<file path="src/rtl/noc_params.sv">
// Shared router parameters and the packet type carried across every link.
package noc_params;

    // Default input-buffer depth; must be a power of two >= 2.
    localparam int unsigned FIFO_DEPTH = 4;

    typedef struct packed {
        logic [1:0] dest;
        logic [7:0] payload;
    } packet_t;

    localparam int unsigned PKT_W = $bits(packet_t);

endpackage

</file>
<file path="src/rtl/noc_input_fifo.sv">
// Per-port first-word-fall-through input buffer. Presents the head packet and
// an empty flag to the arbiter, and returns a registered credit per pop.
module noc_input_fifo
    import noc_params::*;
#(
    parameter int unsigned DEPTH = FIFO_DEPTH
) (
    input  logic                       clk,
    input  logic                       rst_n,
    input  logic                       wr_en,
    input  logic [PKT_W-1:0]           wr_data,
    output logic                       full,
    input  logic                       rd_en,
    output logic [PKT_W-1:0]           rd_data,
    output logic                       empty,
    output logic [$clog2(DEPTH+1)-1:0] count,
    output logic                       credit_out,
    output logic                       overflow,
    output logic                       underflow
);

    localparam int unsigned PtrW = $clog2(DEPTH);
    localparam int unsigned CntW = $clog2(DEPTH + 1);
    localparam logic [CntW-1:0] FullCount = CntW'(DEPTH);

    logic [PKT_W-1:0] mem [DEPTH];

    logic [PtrW-1:0] wr_ptr_q, wr_ptr_d;
    logic [PtrW-1:0] rd_ptr_q, rd_ptr_d;
    logic [CntW-1:0] count_q, count_d;
    logic            credit_q;
    logic            overflow_q, overflow_d;
    logic            underflow_q, underflow_d;

    logic push;
    logic pop;

    // Flags come only from registered occupancy.
    always_comb begin
        full  = (count_q == FullCount);
        empty = (count_q == '0);
    end

    // Accept decisions; a pop frees the slot a full-time push lands in.
    always_comb begin
        push = wr_en && (!full || rd_en);
        pop  = rd_en && !empty;
    end

    // Next-state for pointers, occupancy and sticky error flags.
    always_comb begin
        wr_ptr_d    = wr_ptr_q;
        rd_ptr_d    = rd_ptr_q;
        count_d     = count_q;
        overflow_d  = overflow_q;
        underflow_d = underflow_q;
        if (push) begin
            wr_ptr_d = wr_ptr_q + 1'b1;
        end
        if (pop) begin
            rd_ptr_d = rd_ptr_q + 1'b1;
        end
        case ({push, pop})
            2'b10:   count_d = count_q + 1'b1;
            2'b01:   count_d = count_q - 1'b1;
            default: count_d = count_q;
        endcase
        if (wr_en && !push) begin
            overflow_d = 1'b1;
        end
        if (rd_en && empty) begin
            underflow_d = 1'b1;
        end
    end

    // Control state with asynchronous reset.
    always_ff @(posedge clk or negedge rst_n) begin
        if (!rst_n) begin
            wr_ptr_q    <= '0;
            rd_ptr_q    <= '0;
            count_q     <= '0;
            credit_q    <= 1'b0;
            overflow_q  <= 1'b0;
            underflow_q <= 1'b0;
        end else begin
            wr_ptr_q    <= wr_ptr_d;
            rd_ptr_q    <= rd_ptr_d;
            count_q     <= count_d;
            credit_q    <= pop;
            overflow_q  <= overflow_d;
            underflow_q <= underflow_d;
        end
    end

    // Storage array, deliberately not reset; emptiness masks stale entries.
    always_ff @(posedge clk) begin
        if (push) begin
            mem[wr_ptr_q] <= wr_data;
        end
    end

    // Head-of-queue view; zero when empty to match the arbiter's idle packet.
    always_comb begin
        rd_data    = empty ? '0 : mem[rd_ptr_q];
        count      = count_q;
        credit_out = credit_q;
        overflow   = overflow_q;
        underflow  = underflow_q;
    end

endmodule

</file>
<file path="config.mk">
export PLATFORM = sky130hd
export DESIGN_NAME = noc_input_fifo
export DESIGN_NICKNAME = d
export VERILOG_FILES = /design/src/rtl/noc_params.sv /design/src/rtl/noc_input_fifo.sv
export SDC_FILE = /design/constraint.sdc
export NUM_CORES = 1
export LEC_CHECK = 0
export ABC_AREA = 1
export BUFFER_PORTS_ARGS = -buffer_cell sky130_fd_sc_hd__buf_4
export CAP_MARGIN = 20
export CORE_MARGIN = 3
export CORE_UTILIZATION = 25
export CTS_CLUSTER_DIAMETER = 100
export CTS_CLUSTER_SIZE = 8
export DETAILED_ROUTE_END_ITERATION = 16
export PLACE_DENSITY = 0.38
export SLEW_MARGIN = 20
export SYNTH_ARGS = -nofsm -noshare
export SYNTH_HDL_FRONTEND = slang
export SYNTH_SLANG_ARGS = --single-unit
</file>
<file path="constraint.sdc">
create_clock -name clk -period 3 [get_ports clk]
set_clock_uncertainty 0.05 [all_clocks]
set_input_delay 0.75 -clock clk [delete_from_list [all_inputs] [get_ports clk]]
set_output_delay 0.75 -clock clk [all_outputs]
set_load 0.03 [all_outputs]
</file>
==> impl_summary.log, run 1 <==
INFO  metric outcome = completed
INFO  metric finalCoreUtilization = 32.2%
INFO  metric tritoncts_clock_tree = done
INFO  metric fillerInstances = 881
INFO  metric number_of_global_route_vias_before_repair = 1449
INFO  metric fin_crit_sh = 82.8%
INFO  metric number_of_buffers_created_by_cts = 5
INFO  metric grt_overflow_total = 0
INFO  metric clock-sinks = 50
INFO  metric worstSetupPathType = reg -> out
INFO  metric cellLeakagePower = 1.27 nW
INFO  metric clock_latency = 0.30 ns
INFO  metric gp_congestion = 0.657
INFO  metric timing.final.setup_violations = 0
INFO  metric grt_util_all_layers = 10.3%
INFO  metric starting_utilization_of_the_core_area = 26.6%
INFO  metric multi_input_area = 548 um2
INFO  metric ys_warn_count = 0
INFO  metric achievable-frequency = 0.402 GHz
INFO  metric max-slew-margin-rel = 66.0%
INFO  metric max-clock-path-buffers = 2
INFO  metric placement.io_buffers = 31
INFO  metric core = 8460 um2
INFO  metric antenna_found_initial = 0
INFO  metric share_of_the_yosys_chip_area_belonging_to_registers = 64.5%
INFO  metric hp-class = in -> async
INFO  metric grt_max_degree = 22
INFO  metric htreeDepth = 2
INFO  metric slew_at_the_pin_closest_to_its_max_slew_limit = 0.511 ns
INFO  metric critPathLaunchType = flop
INFO  metric layout_min_cycle_time = 2.49 ns
INFO  metric rsz0062_at_grt = false
INFO  metric worst_ir_drop_vdd = 0.331 mV
INFO  metric final_antenna_net_count = 0
INFO  metric global_route_wire_length_before_repair = 7830 um
INFO  metric vias = 1479
INFO  metric final_total_pwr = 2.78 mW
INFO  metric syn-num-nets = 243
INFO  metric area_taken_by_flip_flops_and_latches = 1450 um2
INFO  metric clk_pin_slew = 0.09 ns
INFO  metric final_slew_violations = 0
INFO  metric finalNetCount = 280
INFO  metric postLayoutSetupSlackWorst = 0.515 ns
INFO  metric post_cts_setup_buffers = 0
INFO  metric cts_root_buffer = sky130_fd_sc_hd__clkbuf_8
INFO  metric antenna-diode-count = 0
INFO  metric layout-drive-gt1-share = 19.2%
INFO  metric fin_setup_tns = 0 ns
INFO  metric critPathMaxFanout = 13
INFO  metric worstPathRequired = 2.20 ns
INFO  metric postSynthRegisterBits = 50
INFO  metric totalWireLength = 4890 um
INFO  metric placementRows = 33
INFO  metric die_footprint = 10200 um2
INFO  metric synthesis.area_per_instance = 10.1 um2
INFO  metric drc = 0
INFO  metric die_height = 101 um
INFO  metric post_synth_inst_count = 223
INFO  metric power_density = 1020 nW/um2
INFO  metric yosys.cell_types.count = 21
INFO  metric worstSetupEndpointType = output pin
INFO  metric cap_violations = 0
INFO  metric cts-resized-gates = 0
INFO  metric die-width = 101 um
INFO  metric drt-initial-drc-count = 90
INFO  metric netlist_area = 2250 um2
INFO  metric critical_path_arrival = 1.69 ns
INFO  metric routed_via_density = 4.04
INFO  metric place_worst_setup_slack = 0.686 ns
INFO  metric dp.final_hpwl = 3350 um
INFO  metric layout-area-overhead-vs-synth = 21.1%
INFO  metric hold_buffers = 0
INFO  metric detail_route.wl_per_cell = 13.4 um
INFO  metric floorplan.io_pins = 32
INFO  metric most-common-layout-cells = sky130_fd_sc_hd__inv_1 (54), sky130_fd_sc_hd__nand2_1 (54), sky130_fd_sc_hd__edfxtp_1 (40)
INFO  metric fin_hold_ws = 0.211 ns
INFO  metric first_drt_pass_iteration_count = 4
INFO  metric final-hold-violation-count = 0
## per-layer routing
metal / GRT usage, % / up-vias / routed length, um
li1: - / 764 / -
met1: 13.6 / 683 / 2400
met4: 3.11 / 0 / 61
met3: 3.39 / 6 / 192
met2: 16.2 / 26 / 2240
met5: 0 / - / 0
## through the flow
stage	std cells	instance area [um2]
CTS	366	2730
global route	366	2730
finish	366	2730
floorplan	223	2250
global placement	358	2620
detailed placement	358	2620
## final cells by class
cell class | count | share of cell area [%]
Clock buffer | 7 | 2.80
Clock inverter | 1 | 1.10
Inverter | 58 | 7.99
Multi-Input combinational cell | 109 | 20.1
Sequential cell | 50 | 53.3
Tap cell | 105 | 4.82
Timing Repair Buffer | 36 | 9.92
## where the power goes
part | switching (mW) | leakage (nW) | total (mW) | internal, mW
clock | 0.221 | 0.0524 | 0.471 | 0.250
sequential | 0.116 | 0.483 | 1.03 | 0.910
combinational | 0.841 | 0.734 | 1.28 | 0.439
## synthesized netlist by cell type
master                     number  area (um2)
sky130_fd_sc_hd__buf_2          5        25.0
sky130_fd_sc_hd__inv_1         54         203
sky130_fd_sc_hd__o21ai_1        1        5.00
sky130_fd_sc_hd__nand2_2        2        12.5
sky130_fd_sc_hd__nor3_1         1        5.00
sky130_fd_sc_hd__buf_4          1        7.51
sky130_fd_sc_hd__inv_2          4        15.0
sky130_fd_sc_hd__nor2_1         4        15.0
sky130_fd_sc_hd__a21oi_1       10        50.1
sky130_fd_sc_hd__nand4_1        1        6.26
sky130_fd_sc_hd__o21ai_0        1        5.00
sky130_fd_sc_hd__nand3_2        1        10.0
sky130_fd_sc_hd__nand3_1       23         115
sky130_fd_sc_hd__o21bai_1       2        15.0
sky130_fd_sc_hd__nand2_1       54         203
sky130_fd_sc_hd__dfrtp_1       10         250
sky130_fd_sc_hd__xnor2_1        2        17.5
sky130_fd_sc_hd__ha_1           5        62.6
sky130_fd_sc_hd__fa_1           1        20.0
sky130_fd_sc_hd__nor2_2         1        6.26
sky130_fd_sc_hd__edfxtp_1      40        1200
## cell families after synthesis
group / after synthesis / synth area share, %
AOI/OAI and AO/OA: 14 / 3.34
xor gates and xnor gates: 2 / 0.779
adders and majority gates: 6 / 3.67
buffers and inverters: 64 / 11.1
DFF: 50 / 64.5
and+or+nand+nor: 87 / 16.6
## path summary, 6_finish.rpt
| check | from | end | slack [ns] | cells after the start |
|---|---|---|---|---|
| max | rd_ptr_q[1]$_DFFE_PN0P_ | rd_data[0] | 0.51 | 4 |
| min | rst_n | count[0]$_DFFE_PN0P_ | 0.21 | 1 |
| max reg2reg | count[0]$_DFFE_PN0P_ | count[2]$_DFFE_PN0P_ | 1.02 | 10 |
| min reg2reg | underflow$_DFFE_PN0P_ | underflow$_DFFE_PN0P_ | 0.43 | 1 |
| max in group asynchronous | rst_n | wr_ptr_q[0]$_DFFE_PN0P_ | 2.54 | 1 |
| min in group clk | underflow$_DFFE_PN0P_ | underflow$_DFFE_PN0P_ | 0.43 | 1 |
## registers in the layout, indices dropped and copies added (netlist names)
| name | cells |
|---|---|
| credit_out | 1 |
| underflow | 1 |
| wr_ptr_q | 2 |
| overflow | 1 |
| count | 3 |
| mem | 40 |
| rd_ptr_q | 2 |
## critical path, cell delays in order (launching register included)
cell	delay, ns
sky130_fd_sc_hd__dfrtp_1	0.58
sky130_fd_sc_hd__inv_2	0.28
sky130_fd_sc_hd__nand3_1	0.10
sky130_fd_sc_hd__a21oi_1	0.22
sky130_fd_sc_hd__buf_4	0.20
(Power assumes the default switching activity.)
==> run 2: changes to the inputs <==
clock period = 2.3 ns   (was 3 ns; I/O delays follow)
==> run 2 against run 1 <==
Setup slack lost 0.36 ns. Sequential share of layout area is 0.53 points lower. Wire length is 2.9% lower. Non-clock buffer count rose by 6. Global-route usage is 0.28 points lower. Clock power increased by 5.5%. Flip-flop and latch count unchanged. Die area did not move. Clock-buffer cell count down 1. Core utilization grew 0.33 points. Final cell count grew 1.6%. First-iteration DRC count is 70% lower.
==> impl_summary.log, run 2 (same netlist as run 1, synthesis figures left out) <==
INFO  metric placementRows = 33 (unchanged)
INFO  metric vias = 1460 (-1.3%)
INFO  metric totalWireLength = 4750 um (-2.9%)
INFO  metric critical-path-top-cell-by-count = sky130_fd_sc_hd__buf_4
INFO  metric hold_buffers = 0 (unchanged)
INFO  metric final-hold-violation-count = 0 (unchanged)
INFO  metric floorplan.io_pins = 32 (unchanged)
INFO  metric worstPathCellList = nor2_2 -> nand2_2 -> inv_1 -> buf_4 -> a21oi_1 -> buf_4
INFO  metric area_taken_by_flip_flops_and_latches = 1450 um2 (unchanged)
INFO  metric cap_violations = 0 (unchanged)
INFO  metric slew_at_the_pin_closest_to_its_max_slew_limit = 0.255 ns (-0.256 ns)
INFO  metric starting_utilization_of_the_core_area = 26.6% (unchanged)
INFO  metric gp_congestion = 0.686 (+4.3%)
INFO  metric cts_root_buffer = sky130_fd_sc_hd__clkbuf_8
INFO  metric placement.io_buffers = 31 (unchanged)
INFO  metric worstSetupPathType = reg -> out
INFO  metric first_drt_pass_iteration_count = 4 (unchanged)
INFO  metric placed_cells = 364 (+1.7%)
INFO  metric die_height = 101 um (unchanged)
INFO  metric sw_power = 1.56 mW (+32%)
INFO  metric detail_route.wl_per_cell = 12.8 um (-4.5%)
INFO  metric dp.final_hpwl = 3190 um (-4.8%)
INFO  metric power_frac_seq = 36.2% (-0.7 points)
INFO  metric power_density = 1310 nW/um2 (+28%)
INFO  metric finalNetCount = 286 (+2.1%)
INFO  metric worst_ir_drop_vdd = 0.372 mV (+12%)
INFO  metric layout.cells.non_filler = 372 (+1.6%)
INFO  metric global_route_wire_length_before_repair = 7670 um (-2.0%)
INFO  metric cts-resized-gates = 0 (unchanged)
INFO  metric critPathLaunchType = flop
INFO  metric fin_setup_tns = 0 ns (unchanged)
INFO  metric r2r-end = count[2]$_DFFE_PN0P_
INFO  metric p_comb_share = 50.0% (+3.9 points)
INFO  metric max-clock-path-buffers = 2 (unchanged)
INFO  metric worstSetupEndpointType = output pin
INFO  metric timing.critical_path.max_delay_family = buffers and inverters
INFO  metric htreeDepth = 2 (unchanged)
INFO  metric grt_max_degree = 22 (unchanged)
INFO  metric r2r_setup_slack = 0.34 ns (-0.68 ns)
INFO  metric drc = 0 (unchanged)
INFO  metric outcome = completed
INFO  metric grt_util_all_layers = 10.1% (-0.28 points)
INFO  metric clockPowerShare = 13.8% (-3.2 points)
INFO  metric final_antenna_net_count = 0 (unchanged)
INFO  metric hp-class = in -> async
INFO  metric antenna_found_initial = 0 (unchanged)
INFO  metric timing.critical_path.depth = 6 (+2)
INFO  metric regToRegStartpoint = count[0]$_DFFE_PN0P_
INFO  metric reg2regPathDepth = 10 (unchanged)
INFO  metric delay_of_the_slowest_critical_path_stage = 0.44 ns (-0.14 ns)
INFO  metric die-width = 101 um (unchanged)
INFO  metric critPathMaxFanout = 11 (-2)
INFO  metric layout-drive-gt1-share = 21.3% (+2.2 points)
INFO  metric clock_latency = 0.29 ns (about the same)
INFO  metric achievable-frequency = 0.465 GHz
INFO  metric fin_crit_sh = 93.5%
INFO  metric tritoncts_clock_tree = done
INFO  metric antenna-diode-count = 0 (unchanged)
INFO  metric worstPathRequired = 1.67 ns (-0.53 ns)
INFO  metric cp_capture_point = rd_data[4]
INFO  metric cellLeakagePower = 1.29 nW (+1.9%)
INFO  metric drt-initial-drc-count = 27 (-70%)
INFO  metric fillerInstances = 888 (+0.79%)
INFO  metric timing.final.setup_violations = 0 (unchanged)
INFO  metric routed_via_density = 3.92 (-2.9%)
INFO  metric core = 8460 um2 (unchanged)
INFO  metric max-slew-margin-rel = 83.0% (+17 points)
INFO  metric most-common-layout-cells = sky130_fd_sc_hd__inv_1 (54), sky130_fd_sc_hd__nand2_1 (54), sky130_fd_sc_hd__buf_4 (42)
INFO  metric layout_min_cycle_time = 2.15 ns
INFO  metric layout-area-overhead-vs-synth = 22.4%
INFO  metric cp-startpoint = count[0]$_DFFE_PN0P_
INFO  metric rsz0062_at_grt = false
INFO  metric p_sw_share = 43.4% (+0.98 points)
INFO  metric timing.critical_path.buf_inv = 3 (+1)
INFO  metric cell_internal_pwr = 2.03 mW (+27%)
INFO  metric critical_path_arrival = 1.53 ns (-0.16 ns)
INFO  metric regMostFlops = mem
INFO  metric largest_register_ffs = 40 (unchanged)
INFO  metric clk_pin_slew = 0.08 ns (about the same)
INFO  metric grt_overflow_total = 0 (unchanged)
INFO  metric number_of_global_route_vias_before_repair = 1465 (+1.1%)
INFO  metric clock-sinks = 50 (unchanged)
INFO  metric die_footprint = 10200 um2 (unchanged)
INFO  metric number_of_buffers_created_by_cts = 5 (unchanged)
INFO  metric multi_input_area = 548 um2 (unchanged)
INFO  metric post_cts_setup_buffers = 0 (unchanged)
INFO  metric final_slew_violations = 0 (unchanged)
INFO  metric crit_path_top_delay_cell = sky130_fd_sc_hd__dfrtp_1
[run 2: area by class of cell]
type / count / area share (%)
flip-flops and latches: 50 / 52.7
multi-input cells: 109 / 19.9
repair buffers: 42 / 11.5
inverters: 58 / 8.00
well taps: 105 / 4.77
clock buffers: 6 / 2.64
clock inverters: 2 / 0.500
[run 2: power groups by stage]
stage / Clock (mW) / Combinational (mW) / Sequential [mW]
4_1_cts: 0.529 / 1.84 / 1.30
5_1_grt: 0.565 / 2.00 / 1.33
3_3_place_gp: 0 / 1.84 / 1.32
3_5_place_dp: 0 / 1.84 / 1.32
2_1_floorplan: 0 / 1.08 / 1.38
6_report: 0.497 / 1.80 / 1.30
[run 2: routing by layer]
metal / global-route usage, % / up-vias / routed length (um)
met5: 0 / - / 0
met4: 3.11 / 0 / 57
met3: 2.21 / 5 / 171
met2: 16.5 / 21 / 2330
met1: 13.2 / 658 / 2200
li1: - / 776 / -
[run 2: worst min-delay path by stage]
stage                      from                   end  depth (start not counted)
after global routing      rst_n  overflow$_DFFE_PN0P_                          1
final                     rst_n  overflow$_DFFE_PN0P_                          1
after detailed placement  rst_n  overflow$_DFFE_PN0P_                          1
after CTS                 rst_n  overflow$_DFFE_PN0P_                          1
after floorplan           rst_n  count[0]$_DFFE_PN0P_                          0
after global placement    rst_n  overflow$_DFFE_PN0P_                          1
[run 2: through the flow]
stage	instance area [um2]	setup WS [ns]	util [%]	power, mW	hold WS (ns)
finish	2750	0.150	32.5	3.59	0.0429
global route	2750	0.0144	32.5	3.89	0.0336
CTS	2750	0.0642	32.5	3.67	0.0331
detailed placement	2660	0.158	31.5	3.16	0.367
global placement	2660	0.232	31.5	3.16	0.365
floorplan	2250	0.175	-	2.46	0.229
[run 2: worst reg2reg max path, cell delays in order, from the launching register on]
cell and delay (ns):
sky130_fd_sc_hd__dfrtp_1 0.44, sky130_fd_sc_hd__nor2_2 0.18, sky130_fd_sc_hd__nand3_2 0.13, sky130_fd_sc_hd__nand2_2 0.15, sky130_fd_sc_hd__ha_1 0.18, sky130_fd_sc_hd__inv_1 0.07, sky130_fd_sc_hd__fa_1 0.38, sky130_fd_sc_hd__nand2_1 0.10
sky130_fd_sc_hd__nand3_1 0.07, sky130_fd_sc_hd__nand2_1 0.06, sky130_fd_sc_hd__nand2_1 0.05
